## src/rtl/cpu_instr_sequencer.sv

```systemverilog
// Initiator-side sequencer for the cpu block: buffers instructions, issues each
// with a load/start handshake, waits for w to cycle low-high and captures results.
module cpu_instr_sequencer #(
    parameter int DEPTH   = 16,
    parameter int AW      = 4,
    parameter int TIMEOUT = 64
) (
    input  logic          clk,
    input  logic          reset,
    input  logic          wr_en,
    input  logic [15:0]   wr_data,
    output logic          full,
    output logic [AW:0]   count,
    input  logic          run,
    output logic [15:0]   cpu_in,
    output logic          cpu_load,
    output logic          cpu_s,
    input  logic          cpu_w,
    input  logic [15:0]   cpu_out,
    input  logic          cpu_N,
    input  logic          cpu_V,
    input  logic          cpu_Z,
    output logic [15:0]   result,
    output logic [2:0]    flags,
    output logic          busy,
    output logic          instr_done,
    output logic [7:0]    retired,
    output logic          timeout_err
);

    // state  | meaning
    // IDLE   | waiting for run, a buffered word and an idle cpu
    // LOAD   | cpu_load pulse with head word on cpu_in
    // START  | cpu_s pulse, timeout timer armed
    // EXEC   | waiting for cpu_w to drop
    // WAITW  | waiting for cpu_w to rise again
    // RETIRE | result captured, head popped, instr_done pulse
    // HALT   | cpu never finished; only reset leaves this state
    typedef enum logic [2:0] {
        S_IDLE, S_LOAD, S_START, S_EXEC, S_WAITW, S_RETIRE, S_HALT
    } state_t;

    localparam int TW = $clog2(TIMEOUT + 1);
    localparam logic [TW-1:0] TMR_LOAD = TW'(TIMEOUT - 1);

    state_t         state, state_next;
    logic [15:0]    mem [DEPTH];
    logic [AW:0]    wr_ptr, rd_ptr;
    logic [TW-1:0]  timer;
    logic [1:0]     rst_sync;
    logic           rst_n, empty, push, pop, timer_tc, can_issue;

    // Assertion is immediate; release is retimed to clk.
    always_ff @(posedge clk or negedge reset) begin
        if (!reset) rst_sync <= '0;
        else        rst_sync <= {rst_sync[0], 1'b1};
    end
    assign rst_n = rst_sync[1];

    assign empty     = (wr_ptr == rd_ptr);
    assign full      = (wr_ptr[AW] != rd_ptr[AW]) && (wr_ptr[AW-1:0] == rd_ptr[AW-1:0]);
    assign count     = wr_ptr - rd_ptr;
    assign push      = wr_en && !full;
    assign pop       = (state_next == S_RETIRE);
    assign timer_tc  = (timer == '0);
    assign can_issue = run && !empty && cpu_w;

    always_ff @(posedge clk) begin
        if (push) mem[wr_ptr[AW-1:0]] <= wr_data;
    end

    always_ff @(posedge clk or negedge rst_n) begin
        if (!rst_n) begin
            wr_ptr <= '0;
            rd_ptr <= '0;
        end else begin
            if (push) wr_ptr <= wr_ptr + 1'b1;
            if (pop)  rd_ptr <= rd_ptr + 1'b1;
        end
    end

    always_ff @(posedge clk or negedge rst_n) begin
        if (!rst_n) state <= S_IDLE;
        else        state <= state_next;
    end

    always_comb begin
        state_next = state;
        unique case (state)
            S_IDLE:   if (can_issue) state_next = S_LOAD;
            S_LOAD:   state_next = S_START;
            S_START:  state_next = S_EXEC;
            S_EXEC: begin
                if (timer_tc)    state_next = S_HALT;
                else if (!cpu_w) state_next = S_WAITW;
            end
            S_WAITW: begin
                if (timer_tc)    state_next = S_HALT;
                else if (cpu_w)  state_next = S_RETIRE;
            end
            // Head was popped on entry, so empty here already reflects the next word.
            S_RETIRE: state_next = can_issue ? S_LOAD : S_IDLE;
            S_HALT:   state_next = S_HALT;
            default:  state_next = S_IDLE;
        endcase
    end

    always_ff @(posedge clk or negedge rst_n) begin
        if (!rst_n) begin
            timer <= '0;
        end else if (state == S_START) begin
            timer <= TMR_LOAD;
        end else if ((state == S_EXEC || state == S_WAITW) && !timer_tc) begin
            timer <= timer - 1'b1;
        end
    end

    always_ff @(posedge clk or negedge rst_n) begin
        if (!rst_n) begin
            cpu_in      <= '0;
            cpu_load    <= 1'b0;
            cpu_s       <= 1'b0;
            busy        <= 1'b0;
            instr_done  <= 1'b0;
            result      <= '0;
            flags       <= '0;
            retired     <= '0;
            timeout_err <= 1'b0;
        end else begin
            cpu_load   <= (state_next == S_LOAD);
            cpu_s      <= (state_next == S_START);
            busy       <= (state_next != S_IDLE);
            instr_done <= (state_next == S_RETIRE);
            if (state_next == S_LOAD) cpu_in <= mem[rd_ptr[AW-1:0]];
            if (state_next == S_RETIRE) begin
                result  <= cpu_out;
                flags   <= {cpu_N, cpu_V, cpu_Z};
                retired <= retired + 8'd1;
            end
            if (state_next == S_HALT) timeout_err <= 1'b1;
        end
    end

endmodule

```

## config.mk

```make
export PLATFORM = sky130hd
export DESIGN_NAME = cpu_instr_sequencer
export DESIGN_NICKNAME = d
export VERILOG_FILES = /design/src/rtl/cpu_instr_sequencer.sv
export SDC_FILE = /design/constraint.sdc
export NUM_CORES = 1
export LEC_CHECK = 0
export BUFFER_PORTS_ARGS = -buffer_cell sky130_fd_sc_hd__buf_2
export CORE_MARGIN = 5
export CORE_UTILIZATION = 60
export CTS_CLUSTER_DIAMETER = 100
export DETAILED_ROUTE_END_ITERATION = 7
export PLACE_DENSITY = 0.89
export SLEW_MARGIN = 25
export SYNTH_ARGS = -nofsm -noshare
export SYNTH_HDL_FRONTEND = slang
export SYNTH_SLANG_ARGS = --single-unit
```

## constraint.sdc

```tcl
create_clock -name clk -period 3 [get_ports clk]
set_input_delay 0.3 -clock clk [delete_from_list [all_inputs] [get_ports clk]]
set_output_delay 0.3 -clock clk [all_outputs]
set_load 0.02 [all_outputs]
```

==> results of run 1 <==
==> logic make-up (layout without fill, tap and decap cells) <==
kind of cell | count (synthesis) | after routing | synth area share
flops | 326 | 326 | 0.740
xor+xnor | 23 | 23 | 0.0158
simple gates | 156 | 156 | 0.0536
compound gates | 55 | 55 | 0.0307
other cells | 1 | 1 | 0.000294
buf+inv | 45 | 216 | 0.0177
mux | 80 | 80 | 0.130
fa+ha+maj | 12 | 12 | 0.0124
==> through the flow <==
stage	setup slack [ns]	utilization	instances
final	0.213	0.717	1144
after global routing	0.101	0.717	1144
after detailed placement	0.324	0.654	1067
after CTS	0.176	0.717	1144
after global placement	0.421	0.654	1067
after floorplan	0.178	-	698
==> how the worst max path moves through the flow <==
stage	from	end
2_1_floorplan	rd_ptr[2]$_DFFE_PN0N_	mem[15][0]$_DFFE_PP_
3_3_place_gp	wr_ptr[3]$_DFFE_PN0P_	cpu_in[5]$_DFFE_PN0N_
3_5_place_dp	wr_ptr[3]$_DFFE_PN0P_	cpu_in[5]$_DFFE_PN0N_
4_1_cts	rd_ptr[1]$_DFFE_PN0N_	count[4]
5_1_grt	rd_ptr[1]$_DFFE_PN0N_	count[4]
6_report	rd_ptr[1]$_DFFE_PN0N_	count[4]
==> cell usage in the layout, fill, tap and decap left out, drive strengths merged, types with 3 or more instances in the layout <==
cell         count
edfxtp         256
buf            126
nand2           86
dfrtp           70
mux4            64
clkbuf          38
nor2            36
o22ai           32
dlygate4sd3     19
xnor2           16
mux2            16
inv             15
ha              11
nor3             9
clkinv           8
xor2             7
a21oi            7
nand4            6
bufinv           5
clkinvlp         5
o21ai            5
nand3            4
a21o             3
nand2b           3
==> flip-flops by register name (all words and copies together) (netlist names), 2 cells and up <==
register,count
wr_ptr,5
mem,256
result,16
cpu_in,16
flags,3
retired,8
state,3
rst_sync,2
rd_ptr,5
timer,7
==> worst max-delay path: cells and delay by family, from the launching register on <==
kind	cells	cell delay (ns)
flip-flops	1	0.34
AO/OA/AOI/OAI	2	0.35
adder cells (fa/ha/maj)	1	0.32
XOR/XNOR	1	0.18
buffers and inverters	3	0.74
==> power groups by stage <==
stage / clock [W] / sequential [W] / combinational, W
after floorplan: 0 / 0.00629 / 0.00296
after global placement: 0 / 0.00602 / 0.00449
after detailed placement: 0 / 0.00608 / 0.00463
after CTS: 0.00422 / 0.00601 / 0.00474
after global routing: 0.00445 / 0.00608 / 0.00507
final: 0.00418 / 0.00602 / 0.00474
==> routing by layer <==
layer  wire length [um]  GRT usage  vias up
li1                   -          -     2995
met1              10800      0.332     3570
met2              14700      0.412      444
met3               2780     0.0466       72
met4                851     0.0696        2
met5                 13          0        -
==> final cells by class <==
type / instances / area (um^2) / share of cell area
clock buffers: 38 / 885 / 0.0589
repair buffers: 145 / 941 / 0.0626
well taps: 275 / 344 / 0.0229
multi-input cells: 327 / 3120 / 0.207
flip-flops and latches: 326 / 9440 / 0.628
inverters: 13 / 48.8 / 0.00325
clock inverters: 20 / 248 / 0.0165
==> flow_summary.yaml, run 1 <==
timing:
  max_freq_mhz: 359
  slew_viol_final: 0
  relSlewSlack: 0.414
  finalSetupTns_ns: 0
  setup_viol: 0
  post-route-period-util: 0.929
  worst_pin_slew_ns: 0.877
  rsz0062_at_grt: "no"
  whs_ns: 0.0173
  hold_violations: 0
  min_period_ns: 2.79
  finClkSkew_ns: 0.0261
logic_synthesis:
  yosysUniqueCellTypes: 49
  synth_area_per_cell_um2: 18.3
  syn-instance-count: 698
  synth_common_cells: "edfxtp_1 (256), nand2_1 (86), dfrtp_1 (70)"
  yosys_warnings: 0
  synth_most_common_cell: "edfxtp_1"
  synth_ff_type: "edfxtp_1"
  synth_area_um2: 12800
  synth_edf_count: 256
  synth_top_area_share: 0.602
  async_flop_share: 0.215
  syn-num-nets: 750
  synth_top_area_cell: "edfxtp_1"
  synth-seq-area-share: 0.740
  ys_ff_latch: 326
  synthTopCellsByArea: "edfxtp_1 (60%), dfrtp_1 (14%), mux4_2 (11%)"
routing:
  wirelength_um: 29200
  firstDrtPassIters: 5
  final_antenna_net_count: 0
  drc: 0
  dr.first_iter.drc_count: 821
  via_per_inst: 6.19
  num_vias: 7083
  post_drt_wl_per_cell_um: 25.5
cells_and_area:
  syn_to_final_growth_pct: 17.8
  nNetsFinal: 896
  finalInstanceArea_um2: 15000
  fillers: 1193
  antenna_cells: 0
  drive_gt1_frac: 0.323
power:
  swShare: 0.323
  p_sw_w: 0.00483
  p_int_w: 0.0101
  power_w: 0.0149
  ir_drop_mv: 0.551
  leakage_nw: 5.48
  clkPwrFrac: 0.280
  p_seq_frac: 0.403
  p_comb_frac: 0.317
  power_density_nw_per_um2: 994
run:
  drv_cap: 0
floorplanning:
  rows: 53
  die_w_um: 156
  start_util: 0.609
  fp.dieArea_um2: 24300
  io_pins: 94
  die_height_um: 156
  core_um2: 21000
worst_setup_path:
  reg2reg_slack_ns: 0.31
  crit_arrival_ns: 2.49
  cpPeakStageDelay_ns: 0.48
  r2r-end: "cpu_in[5]$_DFFE_PN0N_"
  path_cells: "buf_4 -> fa_1 -> inv_1 -> a21o_1 -> a21oi_1 -> xnor2_1 -> buf_2"
  worstRegToRegCells: 7
  worstPathRequired_ns: 2.70
  path_class: "flop to output port"
  end_kind: "output port"
  crit_slowest_cell: "buf_4"
  startpoint_type: "flop"
  path_max_fanout: 36
  reg2reg_from: "wr_ptr[3]$_DFFE_PN0P_"
global_route:
  antenna_found_initial: 1
  grtUsageTotal: 0.244
  grt_overflow: 0
  grt_max_degree: 68
  grt_pass1_vias: 7371
  grt_pass1_wl_um: 44700
min_path:
  hold_class: "primary input to flop"
  min_from: "cpu_out[15]"
  hold-path-endpoint: "result[15]$_DFFE_PN0N_"
  holdPathStages: 3
place:
  hpwlAfterDp_um: 17000
  portBuffers: 93
  globalplace.congestion: 0.821
  placed_area_um2: 13700
clock_network:
  postCtsSetupBuffers: 0
  cts_buffers: 31
  cts-root-buf: "clkbuf_16"
  cts_max_level: 1
  cts.sinks: 326
  holdBufCountCts: 19
  insertion_delay_ns: 0.56
  ctsResizeCount: 0
  clockBufferDepth: 3
  path_clk_slew_ns: 0.06
  cts_tree: "done"
run_status:
  run_status: "completed"
Power figures use the tool's default switching activity.
==> inputs of run 2 (changes only) <==
--- a/config.mk
+++ b/config.mk
@@ -11,6 +11,7 @@
 export CTS_CLUSTER_DIAMETER = 100
 export DETAILED_ROUTE_END_ITERATION = 7
 export PLACE_DENSITY = 0.89
+export REMOVE_ABC_BUFFERS = 1
 export SLEW_MARGIN = 25
 export SYNTH_ARGS = -nofsm -noshare
 export SYNTH_HDL_FRONTEND = slang
==> run 2 against run 1 <==
Net effect: design area decreased by 0.69%; wire length decreased by 4.3%; die area unchanged; critical path depth unchanged; utilization decreased by 0.50 points; critical path type unchanged; largest cell class unchanged.
==> flow_summary.yaml, run 2 (synthesized netlist as in run 1, its figures left out) <==
run_status:
  run_status: "completed"
floorplanning:
  fp.dieArea_um2: 24300
  rows: 53
  io_pins: 94
  die_w_um: 156
  die_height_um: 156
  core_um2: 21000
  start_util: 0.609
timing:
  setup_viol: 0
  hold_violations: 0
  rsz0062_at_grt: "no"
  finClkSkew_ns: 0.0232
  min_period_ns: 2.71
  max_freq_mhz: 369
  fin_ws_ns: 0.292
  worst_pin_slew_ns: 0.910
  whs_ns: 0.0709
  post-route-period-util: 0.903
  finalSetupTns_ns: 0
  slew_viol_final: 0
  relSlewSlack: 0.393
place:
  post-place-ws_ns: 0.436
  hpwlAfterDp_um: 16300
  dp_cells: 1065
  globalplace.congestion: 0.816
  portBuffers: 93
worst_setup_path:
  crit_arrival_ns: 2.41
  path_max_fanout: 36
  worstPathRequired_ns: 2.70
  startpoint_type: "flop"
  end_kind: "output port"
  path_class: "flop to output port"
power:
  swShare: 0.324
  p_sw_w: 0.00468
  clkPwrFrac: 0.265
  ir_drop_mv: 0.718
  power_density_nw_per_um2: 969
  leakage_nw: 5.43
  p_int_w: 0.00978
  p_comb_frac: 0.319
  p_seq_frac: 0.416
cells_and_area:
  final_common_cell: "edfxtp_1"
  fin_cells: 1141
  drive_gt1_frac: 0.327
  antenna_cells: 0
  largest_reg_flops: 256
  layout_common_cells: "edfxtp_1 (256), buf_2 (93), nand2_1 (86), dfrtp_1 (68), mux4_2 (64)"
  syn_to_final_growth_pct: 17.0
  nNetsFinal: 894
routing:
  firstDrtPassIters: 7
  drc: 0
  via_per_inst: 6.06
  post_drt_wl_per_cell_um: 24.5
  final_antenna_net_count: 0
  dr.first_iter.drc_count: 749
  num_vias: 6912
  wirelength_um: 27900
global_route:
  grt_pass1_vias: 7331
  grt_pass1_wl_um: 42600
  grt_max_degree: 69
  antenna_found_initial: 0
  grt_overflow: 0
  grtUsageTotal: 0.232
min_path:
  hold_class: "primary input to async pin"
clock_network:
  cts_buffers: 30
  cts_max_level: 1
  ctsResizeCount: 0
  postCtsSetupBuffers: 0
  path_clk_slew_ns: 0.06
  clockBufferDepth: 3
  cts.sinks: 326
  cts_tree: "done"
  insertion_delay_ns: 0.56
  cts-root-buf: "clkbuf_16"
run:
  drv_cap: 0
## run 2: changes by cell type in the layout (fill, tap and decap cells not counted), sizes merged
| cell | previous run | this run |
|---|---|---|
| buf | 126 | 124 |
| bufinv | 5 | 3 |
| clkbuf | 38 | 40 |
| clkinv | 8 | 12 |
| clkinvlp | 5 | 0 |
| dlygate4sd3 | 19 | 20 |
| inv | 15 | 14 |
## run 2: critical path: stages (launching register included)
cell	delay, ns
dfrtp_1	0.35
buf_4	0.48
fa_1	0.31
inv_1	0.05
a21o_1	0.16
a21oi_1	0.17
xnor2_1	0.14
buf_2	0.20
## run 2: routing by layer
metal / track usage / wire length, um / vias up
li1: - / - / 2989
met1: 0.320 / 10800 / 3489
met2: 0.385 / 13900 / 364
met3: 0.0510 / 2470 / 70
met4: 0.0604 / 739 / 0
met5: 0 / 0 / -
## run 2: power groups by stage
| stage | clock (W) | sequential [W] | combinational [W] |
|---|---|---|---|
| 2_1_floorplan | 0 | 0.00665 | 0.00252 |
| 3_3_place_gp | 0 | 0.00606 | 0.00439 |
| 3_5_place_dp | 0 | 0.00609 | 0.00454 |
| 4_1_cts | 0.00388 | 0.00602 | 0.00464 |
| 5_1_grt | 0.00407 | 0.00609 | 0.00494 |
| 6_report | 0.00383 | 0.00602 | 0.00461 |
## run 2: path summary, 6_finish.rpt
check | cells after the start | slack (ns) | startpoint | to
setup / recovery | 7 | 0.29 | rd_ptr[1]$_DFFE_PN0N_ | count[4]
hold / removal | 2 | 0.07 | reset | rst_sync[1]$_DFF_PN0_
setup reg to reg | 7 | 0.38 | wr_ptr[3]$_DFFE_PN0P_ | cpu_in[4]$_DFFE_PN0N_
hold reg to reg | 0 | 0.37 | rst_sync[0]$_DFF_PN0_ | rst_sync[1]$_DFF_PN0_
max in group asynchronous | 0 | 1.87 | rst_sync[1]$_DFF_PN0_ | rd_ptr[0]$_DFFE_PN0N_
min in group clk | 1 | 0.13 | wr_data[1] | mem[0][1]$_DFFE_PP_
## run 2: timing repair
action / in CTS / in global routing
endpoints found under the setup margin: 0 / 0
hold buffers: 20 / 0
endpoints found under the hold margin: 21 / 0
## run 2: metrics by stage
stage	util	power, W	cell area, um^2
after CTS	0.712	0.0145	14900
after global routing	0.712	0.0151	14900
after global placement	0.655	0.0105	13700
after floorplan	-	0.00916	12600
final	0.712	0.0145	14900
after detailed placement	0.655	0.0106	13700
## run 2: cell type report
cell class                      count  area, um^2
Inverter                           13        48.8
Multi-Input combinational cell    327        3140
Timing Repair Buffer              144         936
Fill cell                        1244        6030
Tap cell                          275         344
Sequential cell                   326        9450
Clock inverter                     16         171
Clock buffer                       40         832
